$ cat src/rtl/led_scan_sched.sv
// RGB LED matrix scan scheduler: double-buffered PWM duties, round-robin write port,
// frame-synchronous commit of the shadow buffer into the displayed buffer.
module led_scan_sched #(
    parameter int unsigned NUM_LEDS = 11,
    parameter int unsigned PRESCALE = 1
) (
    input  logic                clk,
    input  logic                rst,
    input  logic                req_a_valid,
    output logic                req_a_ready,
    input  logic [3:0]          req_a_led,
    input  logic [1:0]          req_a_chan,
    input  logic [7:0]          req_a_value,
    input  logic                req_b_valid,
    output logic                req_b_ready,
    input  logic [3:0]          req_b_led,
    input  logic [1:0]          req_b_chan,
    input  logic [7:0]          req_b_value,
    input  logic                commit_req,
    output logic                commit_pending,
    output logic                frame_start,
    output logic                addr_err,
    output logic [NUM_LEDS-1:0] ledc,
    output logic [2:0]          ledrgb
);
    localparam int unsigned PW      = (PRESCALE > 1) ? $clog2(PRESCALE) : 1;
    localparam logic [PW-1:0] PRE_MAX = PW'(PRESCALE - 1);
    localparam logic [4:0]  LED_LIM = 5'(NUM_LEDS);

    logic [PW-1:0] presc;
    logic [7:0]    step;
    logic [1:0]    phase;
    logic          tick;
    logic          boundary;
    logic          commit_now;
    logic          rr;
    logic          started;
    logic          fs_arm;
    logic          wr_a;
    logic          wr_b;
    logic          wr_en;
    logic          wr_ok;
    logic [3:0]    wr_led;
    logic [1:0]    wr_chan;
    logic [7:0]    wr_value;

    logic [7:0] shadow [NUM_LEDS][3];
    logic [7:0] active [NUM_LEDS][3];

    assign tick       = (presc == PRE_MAX);
    assign boundary   = tick && (phase == 2'd2) && (step == 8'hFF);
    assign commit_now = boundary && (commit_pending || commit_req);

    // rr=0 favours A; both ports are blocked on the commit edge
    assign req_a_ready = !commit_now && (!req_b_valid || !rr);
    assign req_b_ready = !commit_now && (!req_a_valid || rr);
    assign wr_a  = req_a_valid && req_a_ready;
    assign wr_b  = req_b_valid && req_b_ready;
    assign wr_en = wr_a || wr_b;

    always_comb begin
        wr_led   = req_a_led;
        wr_chan  = req_a_chan;
        wr_value = req_a_value;
        if (wr_b) begin
            wr_led   = req_b_led;
            wr_chan  = req_b_chan;
            wr_value = req_b_value;
        end
    end

    assign wr_ok = ({1'b0, wr_led} < LED_LIM) && (wr_chan != 2'd3);

    // prescaler / step / phase scan counters
    always_ff @(posedge clk or posedge rst) begin
        if (rst) begin
            presc <= '0;
            step  <= '0;
            phase <= '0;
        end else begin
            presc <= tick ? '0 : presc + 1'b1;
            if (tick) begin
                step <= step + 8'd1;
                if (step == 8'hFF)
                    phase <= (phase == 2'd2) ? 2'd0 : phase + 2'd1;
            end
        end
    end

    // arbitration pointer, commit and error flags, frame marker
    always_ff @(posedge clk or posedge rst) begin
        if (rst) begin
            rr             <= 1'b0;
            commit_pending <= 1'b0;
            addr_err       <= 1'b0;
            started        <= 1'b0;
            fs_arm         <= 1'b0;
            frame_start    <= 1'b0;
        end else begin
            if (wr_a)
                rr <= 1'b1;
            else if (wr_b)
                rr <= 1'b0;
            if (commit_now)
                commit_pending <= 1'b0;
            else if (commit_req)
                commit_pending <= 1'b1;
            if (wr_en && !wr_ok)
                addr_err <= 1'b1;
            started     <= 1'b1;
            fs_arm      <= !started || boundary;
            frame_start <= fs_arm;
        end
    end

    // shadow writes and whole-buffer commit
    always_ff @(posedge clk or posedge rst) begin
        if (rst) begin
            for (int l = 0; l < int'(NUM_LEDS); l++) begin
                for (int c = 0; c < 3; c++) begin
                    shadow[l][c] <= 8'h00;
                    active[l][c] <= 8'h00;
                end
            end
        end else begin
            if (wr_en && wr_ok)
                shadow[wr_led][wr_chan] <= wr_value;
            if (commit_now) begin
                for (int l = 0; l < int'(NUM_LEDS); l++) begin
                    for (int c = 0; c < 3; c++)
                        active[l][c] <= shadow[l][c];
                end
            end
        end
    end

    // PWM compare against the displayed buffer
    always_ff @(posedge clk or posedge rst) begin
        if (rst) begin
            ledrgb <= 3'b000;
            ledc   <= '0;
        end else begin
            ledrgb <= 3'b001 << phase;
            for (int l = 0; l < int'(NUM_LEDS); l++)
                ledc[l] <= (step < active[l][phase]);
        end
    end

endmodule

$ cat config.mk
export PLATFORM = sky130hd
export DESIGN_NAME = led_scan_sched
export DESIGN_NICKNAME = d
export VERILOG_FILES = /design/src/rtl/led_scan_sched.sv
export SDC_FILE = /design/constraint.sdc
export NUM_CORES = 1
export LEC_CHECK = 0
export BUFFER_PORTS_ARGS = -buffer_cell sky130_fd_sc_hd__buf_2
export CAP_MARGIN = 25
export CORE_ASPECT_RATIO = 0.5
export CORE_MARGIN = 2
export CORE_UTILIZATION = 40
export DETAILED_ROUTE_END_ITERATION = 10
export PLACE_DENSITY = 0.58
export SETUP_SLACK_MARGIN = 0.15
export SYNTH_ARGS = -nofsm -noshare
export SYNTH_HDL_FRONTEND = slang
export SYNTH_SLANG_ARGS = --single-unit
$ cat constraint.sdc
create_clock -name clk -period 19 [get_ports clk]
set_clock_uncertainty 0.05 [all_clocks]
set_input_delay 1.9 -clock clk [delete_from_list [all_inputs] [get_ports clk]]
set_output_delay 1.9 -clock clk [all_outputs]
set_load 0.02 [all_outputs]
[After elaboration in Yosys (flattened, before gate mapping)]
Index checks and enable logic that the tools add are counted.
Storage, ports and cells
  ROM bits: 0
  memories: 0
  bits in latches: 0
  logic and storage cells: 178
  bits in writable memories: 0
  bits in registers: 559
  input port bits: 33
Cells by class
  $add $sub $neg: 3
  mux-type cells: 47
  reductions and logical operators: 26
  bitwise gates (word level): 4
  $lt $le $gt $ge: 17
  div/mod/pow operators: 0
  multipliers: 0
  equal/unequal tests: 3
  shifts and indexed selects: 1
Operators by type and width (number)
  $bwmux W264: 1
  $mux W8: 24
  $bmux W8 S2: 11
  $demux W24 S4: 1
  $lt A8 B8 Y1: 11
  $mux W24: 1
  $demux W8 S2: 1
  $logic_and A1 B1 Y1: 12
  $add A8 B1 Y8 const B: 1
  $eq A8 B8 Y1 const B: 1
  $ge A3 B3 Y1 const B: 2
  $logic_not A1 Y1: 6
  $not A2 Y3: 2
  $ge A5 B5 Y1 const B: 1
  $logic_or A1 B1 Y1: 5
  $lt A5 B1 Y1 const B: 1
  $mux W1: 5
  $not A4 Y5: 1
  $lt A4 B4 Y1 const B: 1
  $mux W2: 2
  $mux W4: 1
  $reduce_bool A2 Y1: 2
  $lt A3 B1 Y1 const B: 1
  $shl A1 B2 Y3 const A: 1
  other kinds (6): 6

[Depth between registers and ports, before layout]
Gate-level depths: netlist (run 1).
  depth after elaboration: 16
  gate-level depth with buffers: 11

[Worst setup path before layout (run 1)]
No wires, ideal clock.
  path type: input -> output
  from: input port commit_req
  to: output port req_a_ready
  path buffers: 4
  arrival: 3.270 ns
  stages: 7
  path slack: 13.780 ns
  cell sequence: nor2_1 and4b_1 buf_2 buf_2 clkbuf_1 clkbuf_1 a21oi_1
On the way
  word-level cells in the longest chain between the ends: 4
RTL lines
  start, declared: line 19  | input logic commit_req,
  $logic_or A1 B1 Y1: line 52  | assign commit_now = boundary && (commit_pending || commit_req);
  $logic_and A1 B1 Y1: line 52
  $logic_not A1 Y1: line 55  | assign req_a_ready = !commit_now && (!req_b_valid || !rr);
  $logic_and A1 B1 Y1: line 55
  end, declared: line 10  | output logic req_a_ready,
No other way between the ends.

[Worst setup path in the final report (run 1)]
  from: register phase[1]
  to: output port req_a_ready
On the way
  word-level cells in the longest chain between the ends: 6
RTL lines
  start, declared: line 32  | logic [1:0] phase;
  start signal, assigned: line 85  | phase <= (phase == 2'd2) ? 2'd0 : phase + 2'd1;
  $eq A2 B2 Y1: line 51  | assign boundary = tick && (phase == 2'd2) && (step == 8'hFF);
  $logic_and A1 B1 Y1 (2 in series): line 51
  $logic_and A1 B1 Y1: line 52
  $logic_not A1 Y1: line 55
  $logic_and A1 B1 Y1: line 55
No other way between the ends.

==> flow_metrics.env, run 1 <==
export IMPL_grt_pass1_vias=16671
export IMPL_reg2reg_to="shadow[5]"
export IMPL_worstSetupEndpointType="output port"
export IMPL_drt_iter0_markers=1145
export IMPL_path_delay_family="simple AND/OR/NAND/NOR gates"
export IMPL_synth_most_common_cell="nand2_1"
export IMPL_numClockSinks=558
export IMPL_worst_ep_required_time_ns=17.05
export IMPL_yosysUniqueCellTypes=51
export IMPL_antenna_found_initial=4
export IMPL_ff2ff_path_depth=7
export IMPL_rsz0062_at_grt="false"
export IMPL_timing_hold_ws_ns=0.312
export IMPL_outcome="completed"
export IMPL_maxCapViolations=0
export IMPL_cts_clk_slew_worst_paths_ns=0.06
export IMPL_wl_met2_mm=28.8
export IMPL_hold_path_class="reg2reg"
export IMPL_crit_path_start_kind="register"
export IMPL_grt_max_degree=154
export IMPL_top_signal_layer_used="met4"
export IMPL_worstHoldPathCells=0
export IMPL_dp_hpwl_mm=34.0
export IMPL_holdBufCountCts=0
export IMPL_slew_violations=0
export IMPL_grt_pass1_wl_mm=97.2
export IMPL_synth_top_area_share_pct=56.6
export IMPL_htreeDepth=2
export IMPL_synth_xor_area_share_pct=0.213
export IMPL_place_inst=3119
export IMPL_insertion_delay_ns=0.59
export IMPL_ir_drop_uv=56.9
export IMPL_yosys_warnings=0
export IMPL_wl_per_cell_um=19.0
export IMPL_synth_compound_area_share_pct=5.03
export IMPL_syn_cell_area_mm2=0.0247
export IMPL_fmax_ghz=0.180
export IMPL_grt_ovfl_total=0
export IMPL_leakage_nw=14.2
export IMPL_synth_cells=2337
export IMPL_path_class="reg2out"
export IMPL_layout_drive_gt1_share_pct=19.2
export IMPL_ys_seq_area_share_pct=56.6
export IMPL_synth_area_leaders="dfrtp_1, nand2_1, mux2_2"
export IMPL_r2r_setup_slack_ns=13.66
export IMPL_cts_tree="done"
export IMPL_start_util_pct=40.4
export IMPL_wl_met3_mm=2.05
export IMPL_synth_area_mux_share_pct=15.7
export IMPL_grt_util_all_layers_pct=19.4
export IMPL_hold_end="frame_start"
export IMPL_synth_top_area_cell="dfrtp_1"
export IMPL_post_route_util_pct=45.2
export IMPL_synth_nets=2448
export IMPL_synth_edff_count=0
export IMPL_cts_buffer_depth=3
export IMPL_crit_fanout=83
export IMPL_synthFlopType="dfrtp_1"
export IMPL_die_w_um=355
export IMPL_drc=0
export IMPL_die_area_mm2=0.0638
export IMPL_met1_length_mm=29.3
export IMPL_finalInstanceArea_mm2=0.0276
export IMPL_vias=16442
export IMPL_hold_viol_final=0
export IMPL_cp_slowest_stage_delay_ns=0.82
export IMPL_min_period_ns=5.57
export IMPL_synthAdderAreaFrac_pct=3.95
export IMPL_period_share_pct=29.3
export IMPL_worst_slack_ns=13.43
export IMPL_cts_root_buf="clkbuf_16"
export IMPL_cts_made_buffers=53
export IMPL_pre_cts_slack_ns=12.59
export IMPL_cp_cell_sequence="nor2b_4 > buf_4 > and4b_4 > a21oi_1 > buf_2"
export IMPL_placed_area_mm2=0.0258
export IMPL_cp_num_buf_inv=2
export IMPL_cts_resized=0
export IMPL_dr_pass1_iters=6
export IMPL_timing_rr_start="phase[1]"
export IMPL_tightest_slew_ns=1.09
export IMPL_critPathArrivalTime_ns=3.62
export IMPL_totalWireLength_mm=61.3
export IMPL_synthToLayoutAreaGrowth_pct=12.0
export IMPL_synth_area_per_cell_um2=10.6
export IMPL_slowest_stage="buf_4"
export IMPL_synthSimpleGateAreaFrac_pct=16.4
export IMPL_setup_viol=0
export IMPL_post_cts_setup_buffers=0
export IMPL_pin_count=52
export IMPL_holdCritStartpoint="fs_arm"
export IMPL_drtAntennaViolNets=0
export IMPL_fp_row_count=64
export IMPL_ys_top_cells_by_count="nand2_1, dfrtp_1, mux2_2"
export IMPL_viasPerCell=5.10
export IMPL_fin_nets=2467
export IMPL_die_height_um=180
export IMPL_p_total_mw=2.52
export IMPL_synth_top_family_by_area="simple AND/OR/NAND/NOR gates"
export IMPL_synthArstFlopShare_pct=100
export IMPL_globalplace_congestion=0.803
export IMPL_coreArea_mm2=0.0611
export IMPL_slew_headroom_pct=26.5
export IMPL_portBuffers=51
export IMPL_tns_ns=0
export IMPL_synth_seq_cells=558
export IMPL_power_density_mw_per_mm2=91.2
export IMPL_instances_no_fill=3223
-- layout make-up --
cell class,instances,area (um^2)
clock inverters,15,105
flip-flops and latches,558,14000
repair buffers,91,668
diodes,4,10.0
fillers,5700,33500
clock buffers,78,1570
inverters,2,15.0
well taps,825,1030
multi-input cells,1650,10300
-- flip-flops by register name, summed over array words and instances (netlist names) --
signal and count:
rr 1, started 1, ledrgb 3, shadow 264, ledc 11, commit_pending 1
step 8, addr_err 1, active 264, phase 2, frame_start 1, fs_arm 1
-- placed cells by master (no fill, tap or decap), types with 3 or more instances in the layout --
| cell | netlist | layout |
|---|---|---|
| nor2b_1 | 6 | 5 |
| nand2_4 | 9 | 9 |
| buf_4 | 0 | 30 |
| nand3_1 | 9 | 9 |
| clkbuf_1 | 98 | 10 |
| o211ai_1 | 11 | 11 |
| buf_2 | 9 | 53 |
| xnor2_1 | 5 | 5 |
| clkinv_2 | 0 | 12 |
| and2_1 | 5 | 5 |
| a21o_1 | 3 | 3 |
| o21ai_0 | 17 | 17 |
| nand2b_1 | 9 | 9 |
| dfrtp_1 | 558 | 556 |
| a2111o_1 | 10 | 10 |
| mux2_1 | 12 | 12 |
| mux2_2 | 254 | 254 |
| o41ai_2 | 5 | 5 |
| a211oi_4 | 0 | 3 |
| o31ai_1 | 3 | 3 |
| o22ai_1 | 10 | 10 |
| clkbuf_8 | 0 | 15 |
| nor3_1 | 14 | 14 |
| buf_12 | 0 | 3 |
| nor2_1 | 102 | 102 |
| o21a_1 | 21 | 21 |
| nor4_1 | 3 | 3 |
| diode_2 | 0 | 4 |
| clkbuf_16 | 0 | 53 |
| buf_16 | 0 | 4 |
| mux2i_1 | 89 | 89 |
| a21oi_1 | 104 | 104 |
| nand2_1 | 841 | 841 |
| ha_1 | 78 | 78 |
-- power breakdown --
part	switching (mW)	internal (mW)
combinational	0.0935	0.0778
sequential	0.0418	1.28
clock	0.450	0.582
total	0.585	1.94
-- worst reg2reg max path, delay by kind of cell, from the launching register on --
family | cells | cell delay (ns)
buffers and inverters | 1 | 0.82
AND/OR/NAND/NOR | 3 | 1.88
flip-flops | 1 | 0.81
AO/OA/AOI/OAI | 2 | 1.25
multiplexers | 1 | 0.41
-- logic make-up (layout without fill, tap and decap cells) --
group | count (synthesis) | count (layout)
multiplexers | 355 | 355
AO/OA/AOI/OAI | 196 | 196
flip-flops | 558 | 558
AND/OR/NAND/NOR | 1014 | 1014
other | 1 | 5
buffers and inverters | 129 | 186
XOR/XNOR | 6 | 6
adder cells (fa/ha/maj) | 78 | 78
-- how the worst max path moves through the flow --
stage	startpoint	end	slack [ns]	cells after the start
after floorplan	rst	active[0]	1.45	1
after CTS	rst	active[102]	13.22	6
after global routing	phase[1]	req_a_ready	13.21	5
final	phase[1]	req_a_ready	13.43	5
after global placement	rst	shadow[87]	12.61	6
after detailed placement	rst	shadow[95]	12.59	6
-- metal layers --
metal	vias up	GRT usage, %
met5	-	0
met4	0	4.78
met3	72	2.50
met2	237	31.8
met1	8337	27.2
li1	7796	-
(Power assumes the default switching activity.)
==> run 2, diff against run 1 <==
clock period = 5.3 ns   (was 19 ns; I/O delays follow)
==> run 2 against run 1 <==
  * Flip-flop and latch count unchanged
  * Clock-buffer cell count unchanged
  * Register-to-register slack worse by 12 ns
  * Largest power group unchanged
  * Highest routed layer unchanged
==> flow_metrics.env, run 2 (synthesis results as in run 1) <==
export IMPL_antenna_found_initial=9
export IMPL_cts_resized=0
export IMPL_fp_row_count=64
export IMPL_layout_drive_gt1_share_pct=19.2
export IMPL_die_w_um=355
export IMPL_wl_per_cell_um=19.2
export IMPL_placed_area_mm2=0.0259
export IMPL_hold_viol_final=0
export IMPL_path_class="reg2out"
export IMPL_grt_max_degree=194
export IMPL_grt_ovfl_total=0
export IMPL_totalWireLength_mm=61.9
export IMPL_grt_pass1_wl_mm=99.0
export IMPL_slew_violations=0
export IMPL_drtAntennaViolNets=0
export IMPL_gr_usage_met3_pct=2.68
export IMPL_pin_count=52
export IMPL_dr_pass1_iters=5
export IMPL_post_cts_setup_buffers=0
export IMPL_path_delay_family="buffers and inverters"
export IMPL_cp_slowest_stage_delay_ns=0.82
export IMPL_hold_path_class="in2async"
export IMPL_die_height_um=180
export IMPL_cp_num_buf_inv=3
export IMPL_numClockSinks=558
export IMPL_cts_clk_slew_worst_paths_ns=0.07
export IMPL_start_util_pct=40.4
export IMPL_htreeDepth=2
export IMPL_dp_hpwl_mm=35.7
export IMPL_fmax_ghz=0.256
export IMPL_holdBufCountCts=0
export IMPL_worstSetupEndpointType="output port"
export IMPL_nFillCells=5650
export IMPL_insertion_delay_ns=0.58
export IMPL_globalplace_congestion=0.851
export IMPL_fin_nets=2472
export IMPL_layout_common_cells="nand2_1, dfrtp_1, mux2_2"
export IMPL_leakage_nw=14.3
export IMPL_ir_drop_uv=227
export IMPL_drt_iter0_markers=1268
export IMPL_period_share_pct=73.8
export IMPL_use_met2_pct=30.7
export IMPL_layout_commonest_cell="nand2_1"
export IMPL_cts_root_buf="clkbuf_16"
export IMPL_grt_util_all_layers_pct=19.7
export IMPL_cts_tree="done"
export IMPL_drc=0
export IMPL_portBuffers=51
export IMPL_crit_fanout=193
export IMPL_coreArea_mm2=0.0611
export IMPL_post_route_util_pct=45.4
export IMPL_die_area_mm2=0.0638
export IMPL_cp_cell_sequence="nor2b_4 > buf_4 > nand4b_4 > buf_12 > and2_1 > buf_2"
export IMPL_min_period_ns=3.91
export IMPL_maxCapViolations=0
export IMPL_slew_headroom_pct=27.2
export IMPL_gr_max_usage_layer="met2"
export IMPL_vias=16719
export IMPL_finalInstanceArea_mm2=0.0278
export IMPL_crit_path_start_kind="register"
export IMPL_power_density_mw_per_mm2=333
export IMPL_viasPerCell=5.18
export IMPL_tightest_slew_ns=1.08
export IMPL_setup_viol=0
export IMPL_outcome="completed"
export IMPL_cts_buffer_depth=3
export IMPL_slowest_stage="dfrtp_4"
export IMPL_rsz0062_at_grt="false"
export IMPL_critPathArrivalTime_ns=3.33
export IMPL_grt_pass1_vias=16863
export IMPL_cts_made_buffers=52
export IMPL_synthToLayoutAreaGrowth_pct=12.5
export IMPL_worst_ep_required_time_ns=4.72
export IMPL_largest_registers="active x264, shadow x264, ledc x11"
export IMPL_grtUsageMet1_pct=28.9
## run 2: metal layers
layer / routed length, um / up-vias
li1: - / 7834
met1: 29600 / 8492
met2: 28500 / 317
met3: 2550 / 76
met4: 1220 / 0
met5: 0 / -
## run 2: through the flow
step / hold slack [ns] / setup WS (ns) / setup TNS (ns) / power, mW / cells
floorplan: 0.281 / -2.88 / -1604.67 / 5.21 / 2337
detailed placement: 0.287 / 1.33 / 0 / 5.43 / 3130
global placement: 0.285 / 1.38 / 0 / 5.40 / 3130
finish: 0.0861 / 1.39 / 0 / 9.24 / 3230
CTS: 0.0974 / 1.30 / 0 / 9.33 / 3220
global route: 0.124 / 1.25 / 0 / 9.60 / 3229
## run 2: layout make-up
type,instances,area (um^2),area share (%)
clock inverter,12,199,0.717
sequential,558,14000,50.3
antenna,8,20.0,0.0721
timing repair buffer,97,716,2.58
clock buffer,78,1560,5.62
inverter,2,11.3,0.0406
tap,825,1030,3.72
multi-input combinational,1650,10200,36.9
## run 2: final timing paths
| path | slack, ns | from | depth (start not counted) | end |
|---|---|---|---|---|
| worst max register to register | 1.48 | phase[1] | 7 | shadow[87] |
| max in group asynchronous | 3.99 | rst | 3 | phase[1] |
| worst max-delay path | 1.39 | phase[1] | 6 | req_b_ready |
| min in group clk | 0.20 | req_b_valid | 2 | rr |
| worst min register to register | 0.31 | fs_arm | 0 | frame_start |
| worst min-delay path | 0.09 | rst | 2 | active[23] |
## run 2: worst register-to-register path: stages (launching register included)
cell and delay, ns:
dfrtp_4 0.82, nor2b_4 0.27, buf_4 0.39, nand4b_4 0.22, nand2_1 0.51, a21oi_1 0.29, nor3_2 0.74, mux2_2 0.43
## run 2: power breakdown
part           leakage (nW)  switching [mW]  internal, mW
logic                  5.79           0.337         0.284
registers              7.64           0.149          4.57
clock network         0.863            1.63          2.27
==> run 3, diff against run 2 <==
ABC_AREA = 1   (was default)
PLACE_DENSITY = 0.6   (was 0.58)
clock period = 3.2 ns   (was 5.3 ns; I/O delays follow)
==> run 3 against run 2 <==
  * Critical path depth increased by 10
  * Die area rose by 7.8%
  * Sequential share of layout area is 4.1 points lower
  * Clock-buffer cell count rose by 1
  * Flip-flop and latch count did not move
  * Core utilization is 0.71 points higher
  * Non-clock buffer count increased by 42
  * Synthesized area grew 7.9%
  * Worst hold slack worse by 0.053 ns
  * Routed wire length is 27% higher
  * Critical endpoint is now shadow[112]
  * Largest power group unchanged
==> flow_metrics.env, run 3 <==
export IMPL_portBuffers=51
export IMPL_synth_xor_area_share_pct=0.197
export IMPL_ys_top_cells_by_count="nand2_1, dfrtp_1, inv_1"
export IMPL_p_total_mw=19.4
export IMPL_crit_top_cell="nand2_1"
export IMPL_path_class="reg2reg"
export IMPL_antenna_found_initial=0
export IMPL_top_signal_layer_used="met4"
export IMPL_vias=21058
export IMPL_synth_top_area_cell="dfrtp_1"
export IMPL_die_height_um=186
export IMPL_min_period_ns=2.82
export IMPL_insertion_delay_ns=0.59
export IMPL_synth_cells=2952
export IMPL_wl_met2_mm=35.4
export IMPL_maxCapViolations=0
export IMPL_start_util_pct=40.7
export IMPL_pin_count=52
export IMPL_leakage_nw=14.3
export IMPL_antenna_cells=0
export IMPL_critPathArrivalTime_ns=3.28
export IMPL_yosys_warnings=0
export IMPL_globalplace_congestion=0.796
export IMPL_drt_iter0_markers=1912
export IMPL_die_area_mm2=0.0688
export IMPL_cts_root_buf="clkbuf_16"
export IMPL_cts_tree="done"
export IMPL_fp_row_count=66
export IMPL_cts_clk_slew_worst_paths_ns=0.07
export IMPL_drtAntennaViolNets=0
export IMPL_setup_viol=0
export IMPL_crit_fanout=35
export IMPL_wl_met3_mm=4.30
export IMPL_post_route_util_pct=46.1
export IMPL_worst_ep_required_time_ns=3.66
export IMPL_cts_buffer_depth=3
export IMPL_slowest_stage="buf_6"
export IMPL_grt_pass1_wl_mm=120
export IMPL_totalWireLength_mm=78.3
export IMPL_synth_area_per_cell_um2=9.03
export IMPL_grt_max_degree=241
export IMPL_slew_headroom_pct=26.4
export IMPL_synth_compound_area_share_pct=18.3
export IMPL_synth_edff_count=0
export IMPL_synth_area_mux_share_pct=0.338
export IMPL_synthSimpleGateAreaFrac_pct=17.4
export IMPL_synthArstFlopShare_pct=100
export IMPL_synthFlopType="dfrtp_1"
export IMPL_drc=0
export IMPL_hold_path_class="in2reg"
export IMPL_viasPerCell=5.45
export IMPL_layout_common_cells="nand2_1, dfrtp_1, inv_1"
export IMPL_rsz0062_at_grt="false"
export IMPL_ys_seq_area_share_pct=52.4
export IMPL_dr_pass1_iters=5
export IMPL_synth_most_common_cell="nand2_1"
export IMPL_synthAdderAreaFrac_pct=3.66
export IMPL_grt_util_all_layers_pct=22.0
export IMPL_dp_hpwl_mm=41.5
export IMPL_largest_registers="active x264, shadow x264, ledc x11"
export IMPL_power_density_mw_per_mm2=643
export IMPL_die_w_um=369
export IMPL_cts_made_buffers=54
export IMPL_numClockSinks=558
export IMPL_synth_top_area_share_pct=52.4
export IMPL_layout_commonest_cell="nand2_1"
export IMPL_syn_cell_area_mm2=0.0266
export IMPL_ir_drop_uv=450
export IMPL_grt_ovfl_total=0
export IMPL_layout_drive_gt1_share_pct=9.77
export IMPL_synth_seq_cells=558
export IMPL_tightest_slew_ns=1.10
export IMPL_synth_top_family_by_area="compound AO/OA/AOI/OAI gates"
export IMPL_fin_nets=3051
export IMPL_outcome="completed"
export IMPL_grt_pass1_vias=20437
export IMPL_cp_slowest_stage_delay_ns=0.38
export IMPL_wl_per_cell_um=20.3
export IMPL_htreeDepth=2
export IMPL_slew_violations=0
export IMPL_fmax_ghz=0.354
export IMPL_yosysUniqueCellTypes=35
export IMPL_coreArea_mm2=0.0654
export IMPL_period_share_pct=88.3
export IMPL_synth_area_leaders="dfrtp_1, nand2_1, o21bai_1"
export IMPL_synthToLayoutAreaGrowth_pct=13.3
export IMPL_crit_path_start_kind="register"
export IMPL_synth_nets=3063
export IMPL_cp_cell_sequence="ha_1 > nand2_1 > nor2_4 > nand4_4 > nand3_4 > buf_4 > nand2_1 > nand2_1 > nand2_1 > nand2_1 > nand2_1 > nand3_4 > buf_4 > buf_6 > o21bai_1 > nand2_1"
export IMPL_met1_length_mm=36.5
export IMPL_tns_ns=0
export IMPL_hold_viol_final=0
export IMPL_worstSetupEndpointType="register"
==> run 3: cell types whose count changed in the layout (fill, tap and decap cells not counted), moves of 201 or more <==
cell      previous run  this run
nand2_1            841       640
inv_1                1       309
mux2_2             254         8
nand4_1              1       279
o21ai_0             17       274
o21bai_1             1       265
==> run 3: what timing repair did <==
action	CTS	global route
hold endpoints to repair	6	0
pin swaps	0	1
hold buffers	1	0
gates cloned	0	7
gates resized for setup	1	31
endpoints found under the setup margin	88	265
setup buffers	0	4
==> run 3: kinds of logic after synthesis <==
family / after synthesis
multiplexers: 8
AO/OA/AOI/OAI: 767
flip-flops: 558
buffers and inverters: 521
XOR/XNOR: 6
AND/OR/NAND/NOR: 1013
other: 1
adder cells (fa/ha/maj): 78
==> run 3: area by class of cell <==
class | count | area [um^2]
Fill cell | 6210 | 35200
Clock inverter | 17 | 193
Inverter | 314 | 1190
Timing Repair Buffer | 139 | 1420
Multi-Input combinational cell | 1873 | 10700
Tap cell | 884 | 1110
Sequential cell | 558 | 14000
Clock buffer | 79 | 1570
==> run 3: worst paths after layout <==
path,from,slack [ns],endpoint,cells past startpoint
max,step[0],0.38,shadow[112],16
min,req_a_valid,0.03,rr,3
max reg2reg,step[0],0.38,shadow[112],16
min reg2reg,fs_arm,0.30,frame_start,0
max in group asynchronous,rst,1.80,shadow[110],5
min in group asynchronous,rst,0.27,step[1],3
==> run 3: routing by layer <==
layer | global-route usage (%) | vias to the layer above
met1 | 31.8 | 10420
li1 | - | 9978
met2 | 34.4 | 545
met5 | 0 | -
met3 | 2.96 | 115
met4 | 6.36 | 0
==> run 3: power by group <==
group | internal [mW] | switching, mW | total (mW)
clock | 3.70 | 2.80 | 6.50
combinational | 1.55 | 2.49 | 4.04
sequential | 8.50 | 0.365 | 8.86
total | 13.7 | 5.65 | 19.4
==> run 3: metrics by stage <==
stage | hold WS (ns) | cells | area (um^2) | setup slack [ns]
finish | 0.0336 | 3864 | 30200 | 0.376
global placement | 0.289 | 3755 | 28100 | 0.0495
global route | 0.0375 | 3864 | 30200 | 0.203
detailed placement | 0.289 | 3756 | 28100 | 0.0331
floorplan | 0.281 | 2952 | 26600 | -4.77
CTS | 0.00204 | 3853 | 29900 | 0.173
==> run 3: worst max-delay path, delay by kind of cell, from the launching register on <==
family,cells,cell delay [ns]
buf+inv,3,0.74
fa+ha+maj,1,0.19
compound gates,1,0.10
flops,1,0.37
simple gates,11,1.26
